==> src/rtl/segment_scan_ctrl.sv <==
// segment_scan_ctrl
//   Time-multiplexed scan controller for a common-segment 7-segment display.
//   The shared 2-bit decoder (A, B) is driven with the selected digit's code.
//   Each digit slot is a blank gap (all anodes off) followed by a show window.
//   New display data arrives over a valid/ready port. It is held in a pending
//   buffer and takes effect only at a frame boundary, so a frame never tears.
// Ports
//   clk, rst      rising-edge clock, asynchronous active-high reset
//   enable        1 = scanning, 0 = dark (idle)
//   load_valid/load_ready/load_data   display load handshake, 2 bits per digit
//   digit_A/B     decoder inputs for the addressed digit
//   anode_n       active-low digit enables, at most one bit low
//   digit_idx     digit currently addressed
//   slot_tick     pulse on the last show cycle of every slot
module segment_scan_ctrl #(
  parameter int NUM_DIGITS   = 4,
  parameter int REFRESH_DIV  = 50000,
  parameter int BLANK_CYCLES = 16
) (
  input  logic                          clk,
  input  logic                          rst,
  input  logic                          enable,
  input  logic                          load_valid,
  output logic                          load_ready,
  input  logic [2*NUM_DIGITS-1:0]       load_data,
  output logic                          digit_A,
  output logic                          digit_B,
  output logic [NUM_DIGITS-1:0]         anode_n,
  output logic [$clog2(NUM_DIGITS)-1:0] digit_idx,
  output logic                          slot_tick
);

  localparam int IW = $clog2(NUM_DIGITS);
  localparam int CW = $clog2(REFRESH_DIV);

  localparam logic [CW-1:0] BLANK_LAST = CW'(BLANK_CYCLES - 1);
  localparam logic [CW-1:0] SLOT_LAST  = CW'(REFRESH_DIV - 1);
  localparam logic [IW-1:0] IDX_LAST   = IW'(NUM_DIGITS - 1);

  typedef enum logic [1:0] {
    ST_IDLE,
    ST_BLANK,
    ST_SHOW
  } state_t;

  state_t                  state_q, state_d;
  logic [CW-1:0]           cnt_q, cnt_d;
  logic [IW-1:0]           idx_q, idx_d;
  logic [2*NUM_DIGITS-1:0] disp_q, disp_d;
  logic [2*NUM_DIGITS-1:0] pend_q, pend_d;
  logic                    full_q, full_d;
  logic                    a_q, a_d;
  logic                    b_q, b_d;
  logic [NUM_DIGITS-1:0]   anode_q, anode_d;
  logic                    tick_q, tick_d;
  logic                    accept;
  logic [1:0]              sel;

  always_ff @(posedge clk or posedge rst) begin
    if (rst) begin
      state_q <= ST_IDLE;
      cnt_q   <= '0;
      idx_q   <= '0;
      disp_q  <= '0;
      pend_q  <= '0;
      full_q  <= 1'b0;
      a_q     <= 1'b0;
      b_q     <= 1'b0;
      anode_q <= '1;
      tick_q  <= 1'b0;
    end else begin
      state_q <= state_d;
      cnt_q   <= cnt_d;
      idx_q   <= idx_d;
      disp_q  <= disp_d;
      pend_q  <= pend_d;
      full_q  <= full_d;
      a_q     <= a_d;
      b_q     <= b_d;
      anode_q <= anode_d;
      tick_q  <= tick_d;
    end
  end

  always_comb begin
    state_d = state_q;
    cnt_d   = cnt_q + CW'(1);
    idx_d   = idx_q;
    disp_d  = disp_q;
    pend_d  = pend_q;
    full_d  = full_q;
    a_d     = a_q;
    b_d     = b_q;
    anode_d = '1;
    tick_d  = 1'b0;
    accept  = load_valid && !full_q;

    // The slot counter runs across the whole slot: blank for the first
    // BLANK_CYCLES counts, show for the rest, and it is cleared on slot entry.
    if (!enable) begin
      state_d = ST_IDLE;
      cnt_d   = '0;
      idx_d   = '0;
    end else begin
      unique case (state_q)
        ST_IDLE: begin
          state_d = ST_BLANK;
          cnt_d   = '0;
        end
        ST_BLANK: begin
          if (cnt_q == BLANK_LAST) state_d = ST_SHOW;
        end
        ST_SHOW: begin
          if (cnt_q == SLOT_LAST) begin
            state_d = ST_BLANK;
            cnt_d   = '0;
            if (idx_q == IDX_LAST) begin
              idx_d = '0;
              // Frame boundary: the next frame starts with the pending data.
              if (full_q) begin
                disp_d = pend_q;
                full_d = 1'b0;
              end
            end else begin
              idx_d = idx_q + IW'(1);
            end
          end
        end
        default: state_d = ST_IDLE;
      endcase
    end

    // Only reachable with the buffer empty, so it never collides with the
    // boundary transfer above.
    if (accept) begin
      pend_d = load_data;
      full_d = 1'b1;
    end

    // Outputs are computed from the next state and registered. The decoder
    // code is loaded on entry to BLANK so it settles before the anode turns on.
    sel = 2'(disp_d >> {idx_d, 1'b0});
    if (state_d == ST_BLANK && state_q != ST_BLANK) begin
      a_d = sel[1];
      b_d = sel[0];
    end
    for (int unsigned i = 0; i < NUM_DIGITS; i++) begin
      anode_d[i] = !(state_d == ST_SHOW && idx_d == IW'(i));
    end
    tick_d = (state_d == ST_SHOW) && (cnt_d == SLOT_LAST);
  end

  assign load_ready = !full_q;
  assign digit_A    = a_q;
  assign digit_B    = b_q;
  assign anode_n    = anode_q;
  assign digit_idx  = idx_q;
  assign slot_tick  = tick_q;

endmodule

==> config.mk <==
export PLATFORM = sky130hd
export DESIGN_NAME = segment_scan_ctrl
export DESIGN_NICKNAME = d
export VERILOG_FILES = /design/src/rtl/segment_scan_ctrl.sv
export SDC_FILE = /design/constraint.sdc
export NUM_CORES = 1
export LEC_CHECK = 0
export ABC_AREA = 1
export ABC_CLOCK_PERIOD_IN_PS = 1700
export BUFFER_PORTS_ARGS = -buffer_cell sky130_fd_sc_hd__buf_2
export CAP_MARGIN = 30
export CORE_ASPECT_RATIO = 1.5
export CORE_MARGIN = 1
export CORE_UTILIZATION = 53
export CTS_BUF_LIST = sky130_fd_sc_hd__clkbuf_16
export CTS_CLUSTER_DIAMETER = 120
export DETAILED_ROUTE_END_ITERATION = 8
export PLACE_DENSITY = 0.75
export SLEW_MARGIN = 0
export SYNTH_ARGS = -nofsm -noshare
export SYNTH_HDL_FRONTEND = slang
export SYNTH_SLANG_ARGS = --single-unit
==> constraint.sdc <==
create_clock -name clk -period 1.7 [get_ports clk]
set_input_delay 0.085 -clock clk [delete_from_list [all_inputs] [get_ports clk]]
set_output_delay 0.085 -clock clk [all_outputs]
set_load 0.03 [all_outputs]
; After elaboration in Yosys (flattened, before gate mapping)
; Cells that the tools add are included.
[totals]
ff_bits = 44
inputBits = 12
word_cells = 65
[classes]
add_sub_neg = 2
n_eq_ne = 12
shifts = 1
mux = 21
reduce_logical = 19
[op_table]
columns = operator, n
row1 = 8-bit 2-to-1 mux, 5
row2 = "16-bit equality test, second input constant", 2
row3 = 16-bit 2-to-1 mux, 2
row4 = 16-bit case mux with 2 select lines, 1
row5 = "16-bit by 1-bit adder with 16-bit output, second input constant", 1
row6 = "16-bit by 4-bit equality test with 1-bit output, second input constant", 1
row7 = 2-bit 2-to-1 mux, 7
row8 = "2-bit equality test, second input constant", 5
row9 = 2-bit nonzero test, 4
row10 = 8-bit by 3-bit right shift with 2-bit output, 1
row11 = 1-bit logical AND, 7
row12 = "2-bit by 1-bit equality test with 1-bit output, second input constant", 3
row13 = 2-bit case mux with 3 select lines, 1
row14 = 1-bit logical NOT, 5
row15 = 1-bit 2-to-1 mux, 5
row16 = 2-bit logical NOT, 2
row17 = 4-bit AND reduction, 1
row18 = "2-bit by 1-bit adder with 2-bit output, second input constant", 1
row19 = "2-bit by 1-bit inequality test with 1-bit output, second input constant", 1

; Logic depth before layout (Yosys ltp)
; Gate-level depths: netlist of run 1.
[depth]
ltp_word = 8
ltp_mapped = 13

; Least setup slack after synthesis of run 1
; No wires, ideal clock.
[synth_path]
path_kind = register -> register
start = reg cnt_q[0]
end = reg b_q (netlist: digit_B)
setup_time_ns = 0.115
arrival_ns = 1.652
slack_ns = -0.067
path_stages_with_launch = 12
path_buffers = 1
path_cell_list = dfrtp_1 ha_1 nand3_2 nor2_4 nand4_4 buf_6 o21ai_1 inv_1 nand2_1 nand3_1 nor2_1 nor2_1
[synth_lines]
columns = element, line_no
row1 = start: declaration, 47  ; logic [CW-1:0] cnt_q, cnt_d;
row2 = start signal: assignment, 73  ; cnt_q <= cnt_d;
row3 = 16-bit equality test, 114  ; if (cnt_q == SLOT_LAST) begin
row4 = 8-bit 2-to-1 mux, 114
row5 = 8-bit 2-to-1 mux, 105  ; unique case (state_q)
row6 = 8-bit 2-to-1 mux, 100  ; if (!enable) begin
row7 = net disp_d[6], 49  ; logic [2*NUM_DIGITS-1:0] disp_q, disp_d;
row8 = 8-bit by 3-bit right shift with 2-bit output, 142  ; sel = 2'(disp_d >> {idx_d, 1'b0});
row9 = end signal: assignment, 68  ; b_q <= 1'b0;
row10 = end signal: assignment, 79  ; b_q <= b_d;
row11 = end: declaration, 53  ; logic b_q, b_d;
; The timed path passes the listed nets, and every way through them passes these cells.
; A chain may end at the register's enable or synchronous reset.

; Final worst setup path of run 1
[layout_path]
start = reg cnt_q[13]
end = reg a_q (netlist: digit_A)
[layout_lines]
columns = element, line_no
row1 = 16-bit equality test, 114
row2 = 8-bit 2-to-1 mux, 114
row3 = 8-bit 2-to-1 mux, 105
row4 = 8-bit 2-to-1 mux, 100
row5 = net disp_d[7], 49
row6 = 8-bit by 3-bit right shift with 2-bit output, 142
row7 = end signal: assignment, 67  ; a_q <= 1'b0;
row8 = end signal: assignment, 78  ; a_q <= a_d;
row9 = end: declaration, 52  ; logic a_q, a_d;
; The timed path passes the listed nets, and every way through them passes these cells.

==> results_dict.tcl, run 1 <==
set metrics [dict create \
    place_ws_ns -0.229 \
    synth_edf_count 0 \
    clock_path_buffers 2 \
    slew_headroom_pct 62.7 \
    hold_depth 2 \
    routabilityCongestion 0.871 \
    die_x_um 56.1 \
    yosys_warnings 0 \
    tightest_slew_ns 0.559 \
    root_buffer "clkbuf_16" \
    outcome "finished, violations left" \
    diodes 0 \
    final_cells 421 \
    syn-num-nets 306 \
    clock-sinks 44 \
    nets 388 \
    min_path_type "in -> reg" \
    cts_made_buffers 5 \
    synth.area.top_cells "dfrtp_1, nand2_1, inv_1" \
    dpl.hpwl_mm 4.07 \
    core_mm2 0.00421 \
    reg2reg_from "cnt_q[13]$_DFF_PP0_" \
    worstPathRequired_ns 1.91 \
    ys_seq_area_share_pct 47.5 \
    crit_arrival_ns 2.18 \
    drt_pass1_iterations 5 \
    yosysMostFrequentCell "nand2_1" \
    finalCritPeriodShare_pct 115 \
    peakVddDrop_mv 0.936 \
    vias_per_cell 5.39 \
    ys_ff_latch 44 \
    io_buffers 21 \
    start_util_pct 55.3 \
    dieArea_mm2 0.00467 \
    fin_ws_ns -0.261 \
    ant_nets 0 \
    setup_tns_ns -0.738 \
    insertion_delay_ns 0.29 \
    fp.dieH_um 83.2 \
    drive_gt1_share_pct 44.5 \
    vias 2271 \
    ys_types 28 \
    violations "negative setup slack" \
    hold_viol_final 0 \
    rows 29 \
    endpoint_kind "flop" \
    synthFlopType "dfrtp_1" \
    powerDensity_mw_per_mm2 686 \
    clkTransAtPathRegs_ns 0.07 \
    finalSetupViolCount 8 \
    synthTopCellsByCount "nand2_1, inv_1, nor2_1" \
    hold_ws_ns 0.0262 \
    fmax_mhz 510 \
    startpoint_type "flop" \
    cts_max_level 2 \
    crit_fanout 7 \
    synthArstFlopShare_pct 100 \
    max_cap_viol_count 0 \
    final_max_slew_viol_count 0 \
    crit_chain "nor2_2 > nand2_2 > nor2_4 > nand4_2 > nand2_1 > o21ai_1 > inv_1 > nand2_1 > nand3_1 > nor2_1 > nor2_1" \
    leakage_uw 0.00164 \
    antenna_found_initial 0 \
    areaGrowthSynthToFinish_pct 45.2 \
    track_usage_pct 27.6 \
    period_needed_ns 1.96 \
    worstSetupPathType "reg -> reg" \
    finalClockSkew_ns 0.00619 \
    syn_inst 292 \
    ff2ff_path_depth 11 \
    drc 0 \
    cp_slowest_cell "dfrtp_1" \
    worstSetupStartpoint "cnt_q[13]$_DFF_PP0_" \
    synth_top_area_cell "dfrtp_1" \
    post_drt_wl_per_cell_um 16.7 \
    grt_pass1_wl_mm 9.86 \
    r2r_slack_ns -0.26 \
    cts_tree "done" \
    synth.avg_cell_area_um2 7.97 \
    grt_max_degree 45 \
    synth_area_mm2 0.00233 \
    wl_mm 7.04 \
    grt_pass1_vias 2357 \
    cp_slowest_stage_delay_ns 0.42 \
    whs_endpoint "pend_q[0]$_DFFE_PP0P_" \
    reg2reg_to "digit_A$_DFFE_PP0P_" \
    min_from "load_data[0]" \
    grt-ovfl-total 0 \
    first_iter_violations 75 \
    synth_top_area_share_pct 43.0 \
    io_pins 22 \
    placed_cells 398 \
    rsz0062_at_grt "yes" \
]
-- metrics by stage --
stage	utilization, %	total power [µW]	instance area, µm²
floorplan	-	1150	2340
global placement	66.3	1190	2790
detailed placement	66.3	1190	2790
CTS	75.5	2320	3180
global route	80.3	2370	3380
finish	80.3	2320	3380
-- kinds of logic (layout without fill, tap and decap cells) --
logic type / Yosys count / after routing / share of synthesized area [%]
buffers and inverters: 60 / 142 / 10.3
muxes: 6 / 6 / 2.90
xor gates and xnor gates: 10 / 10 / 3.76
and+or+nand+nor: 157 / 158 / 31.1
AOI/OAI and AO/OA: 13 / 13 / 3.28
adders and majority gates: 2 / 2 / 1.08
DFF: 44 / 44 / 47.5
-- layer usage --
metal  vias up  GRT usage [%]  wire length [µm]
met5         -              0                 0
met4         0           18.4               396
met3        38           5.30               227
met2        91           52.5              4030
met1      1080           25.4              2390
li1       1062              -                 -
-- worst max-delay path, delay by kind of cell (launching register included) --
kind / cells / cell delay [ns]
AO/OA/AOI/OAI: 1 / 0.10
flip-flops: 1 / 0.42
buffers and inverters: 1 / 0.10
AND/OR/NAND/NOR: 9 / 1.29
-- layout by cell type, fill, tap and decap left out, types with 3 or more instances in the layout --
cell / netlist / routed
buf_2: 0 / 21
buf_4: 0 / 45
buf_6: 2 / 9
clkbuf_16: 0 / 5
dfrtp_1: 40 / 37
dfrtp_2: 0 / 3
dfstp_2: 4 / 4
inv_1: 55 / 47
inv_2: 3 / 9
mux2_2: 6 / 6
nand2_1: 65 / 50
nand2_2: 3 / 14
nand2_4: 1 / 4
nand3_1: 18 / 12
nand3_2: 1 / 3
nand3_4: 0 / 4
nand4_1: 8 / 8
nor2_1: 44 / 31
nor2_2: 9 / 8
nor2_4: 2 / 16
o21ai_1: 6 / 6
xor2_1: 9 / 7
-- sequential cells by signal, summed over array words and instances, names as in the netlist --
| signal | count |
|---|---|
| slot_tick | 1 |
| digit_idx | 2 |
| disp_q | 8 |
| digit_A | 1 |
| state_q | 2 |
| cnt_q | 16 |
| pend_q | 8 |
| anode_n | 4 |
| full_q | 1 |
| digit_B | 1 |
-- layout make-up --
| cell class | count | area [µm²] |
|---|---|---|
| repair buffers | 76 | 554 |
| inverters | 58 | 220 |
| clock buffers | 5 | 125 |
| flip-flops and latches | 44 | 1110 |
| clock inverters | 3 | 46.3 |
| well taps | 46 | 57.6 |
| fillers | 244 | 830 |
| multi-input cells | 189 | 1270 |
-- power by group --
| part | total [µW] | leakage [µW] | internal [µW] | switching, µW |
|---|---|---|---|---|
| registers | 1080 | 0.000522 | 1070 | 13.7 |
| clock network | 1120 | 0.0000804 | 698 | 425 |
| logic | 114 | 0.00104 | 45.3 | 68.4 |
| total | 2320 | 0.00164 | 1810 | 507 |
-- how the worst max path moves through the flow --
stage / slack [ns] / to / cells past startpoint
6_report: -0.26 / digit_A$_DFFE_PP0P_ / 11
5_1_grt: -0.34 / digit_A$_DFFE_PP0P_ / 10
4_1_cts: -0.05 / slot_tick$_DFF_PP0_ / 12
3_5_place_dp: -0.23 / digit_A$_DFFE_PP0P_ / 11
3_3_place_gp: -0.15 / digit_A$_DFFE_PP0P_ / 11
2_1_floorplan: 0.01 / digit_A$_DFFE_PP0P_ / 11
-- timing repair --
item / CTS / global route
buffers inserted: 9 / 8
endpoints found under the hold margin: 40 / 0
pin swaps: 23 / 21
cloned: 0 / 1
setup endpoints to repair: 8 / 18
hold buffers: 1 / 0
resized for setup: 38 / 42
(Power assumes the default switching activity.)
==> run 2: changes to the inputs <==
Settings changed: ABC_CLOCK_PERIOD_IN_PS 1700 to 2100, CORE_UTILIZATION 53 to 58, HOLD_SLACK_MARGIN set to 0.08, PLACE_DENSITY 0.75 to 0.78.
Clock period 1.7 ns to 2.1 ns, I/O delays scaled along.
==> results_dict.tcl, run 2 (synthesis gave the netlist of run 1 again) <==
set metrics [dict create \
    fmax_mhz 513 \
    final_cell_mix "nand2_1, inv_1, nor2_1" \
    crit_fanout 15 \
    core_mm2 0.00375 \
    tightest_slew_ns 0.371 \
    die_x_um 53.7 \
    clkTransAtPathRegs_ns 0.06 \
    place_ws_ns 0.213 \
    vias_per_cell 5.17 \
    final_common_cell "nand2_1" \
    drt_pass1_iterations 4 \
    nets 345 \
    cp_slowest_cell "dfrtp_1" \
    wl_mm 5.01 \
    leakage_uw 0.00138 \
    nFillCells 284 \
    io_pins 22 \
    clock_path_buffers 2 \
    vias 1940 \
    crit_arrival_ns 2.13 \
    cts_made_buffers 5 \
    final_max_slew_viol_count 0 \
    outcome "completed" \
    root_buffer "clkbuf_16" \
    start_util_pct 62.1 \
    first_iter_violations 46 \
    dpl.hpwl_mm 3.55 \
    final_cells 375 \
    crit_chain "nor2_1 > nand2_1 > nor2_2 > nand4_4 > o21ai_1 > inv_1 > nand2_1 > nand3_1 > nor2_1 > nor2_1" \
    post_drt_wl_per_cell_um 13.4 \
    io_buffers 21 \
    cp_slowest_stage_delay_ns 0.43 \
    min_path_type "in -> reg" \
    routabilityCongestion 0.811 \
    period_needed_ns 1.95 \
    fin_ws_ns 0.149 \
    rsz0062_at_grt "no" \
    reg_top3 "cnt_q x16, disp_q x8, pend_q x8" \
    diodes 0 \
    antenna_found_initial 0 \
    clock-sinks 44 \
    ant_nets 0 \
    drc 0 \
    areaGrowthSynthToFinish_pct 18.3 \
    drive_gt1_share_pct 20.8 \
    placedInstanceArea_mm2 0.00251 \
    postLayoutCellArea_mm2 0.00275 \
    powerDensity_mw_per_mm2 614 \
    rows 27 \
    grt_max_degree 45 \
    worstSetupPathType "reg -> reg" \
    largest_register_ffs 16 \
    dieArea_mm2 0.00428 \
    postCtsSetupBuffers 0 \
    grt-ovfl-total 0 \
    insertion_delay_ns 0.28 \
    grt_pass1_vias 2027 \
    peakVddDrop_mv 0.798 \
    track_usage_pct 28.0 \
    hold_viol_final 0 \
    cts_max_level 2 \
    grt_pass1_wl_mm 8.43 \
    regMostFlops "cnt_q" \
    finalSetupViolCount 0 \
    slew_headroom_pct 75.2 \
    finalCritPeriodShare_pct 92.9 \
    crit_top_cell "nor2_1" \
    setup_tns_ns 0 \
    fp.dieH_um 79.6 \
    worstPathRequired_ns 2.27 \
    hold_ws_ns 0.0951 \
    placed_cells 358 \
    startpoint_type "flop" \
    endpoint_kind "flop" \
    finalClockSkew_ns 0.00474 \
    cts_tree "done" \
    max_cap_viol_count 0 \
]
-- run 2: cell count changes in the layout (fill, tap and decap cells not counted), sizes merged --
cell         before  now
clkinv            1    3
buf              75   25
bufinv            1    0
nand4            10    9
dlygate4sd3       1    9
clkinvlp          1    0
-- run 2: per-stage QoR --
step	total power (µW)	utilization, %
3_3_place_gp	957	66.8
5_1_grt	1740	73.4
6_report	1690	73.4
2_1_floorplan	929	-
3_5_place_dp	960	66.8
4_1_cts	1700	72.9
-- run 2: final timing paths --
kind / endpoint / slack [ns] / from / cells past startpoint
setup reg to reg: digit_A$_DFFE_PP0P_ / 0.15 / cnt_q[4]$_DFF_PP0_ / 10
max in group asynchronous: anode_n[1]$_DFF_PP1_ / 1.41 / rst / 4
min in group asynchronous: pend_q[2]$_DFFE_PP0P_ / 0.41 / rst / 4
hold / removal: pend_q[4]$_DFFE_PP0P_ / 0.1 / load_data[4] / 3
setup / recovery: digit_A$_DFFE_PP0P_ / 0.15 / cnt_q[4]$_DFF_PP0_ / 10
hold reg to reg: pend_q[0]$_DFFE_PP0P_ / 0.52 / pend_q[0]$_DFFE_PP0P_ / 1
-- run 2: per-layer routing --
layer | up-vias | GRT usage (%) | part of all wire (%)
li1 | 962 | - | -
met5 | - | 0 | 0
met4 | 0 | 19.2 | 6.1
met1 | 900 | 26.6 | 38
met3 | 24 | 5.90 | 3.0
met2 | 54 | 50.0 | 53
-- run 2: critical path: cells and delay by family (launching register included) --
family,cells,cell delay (ns)
buffers and inverters,1,0.09
AND/OR/NAND/NOR,8,1.10
flip-flops,1,0.43
AO/OA/AOI/OAI,1,0.23
-- run 2: final cells by class --
cell class	count	area [µm²]	share of cell area, %
Clock buffer	5	125	4.55
Clock inverter	3	11.3	0.409
Inverter	58	218	7.91
Multi-Input combinational cell	188	1000	36.4
Sequential cell	44	1110	40.2
Tap cell	43	53.8	1.95
Timing Repair Buffer	34	238	8.64
-- run 2: repair_timing --
action	4_1_cts	5_1_grt
endpoints found under the setup margin	0	3
hold endpoints to repair	48	0
hold buffers	9	0
gates resized for setup	0	6
-- run 2: where the power goes --
| group | leakage [µW] | internal (µW) | switching [µW] | total [µW] |
|---|---|---|---|---|
| sequential | 0.000527 | 865 | 9.57 | 874 |
| combinational | 0.000780 | 37.9 | 45.5 | 83.5 |
| clock | 0.0000701 | 428 | 305 | 733 |
| total | 0.00138 | 1330 | 360 | 1690 |
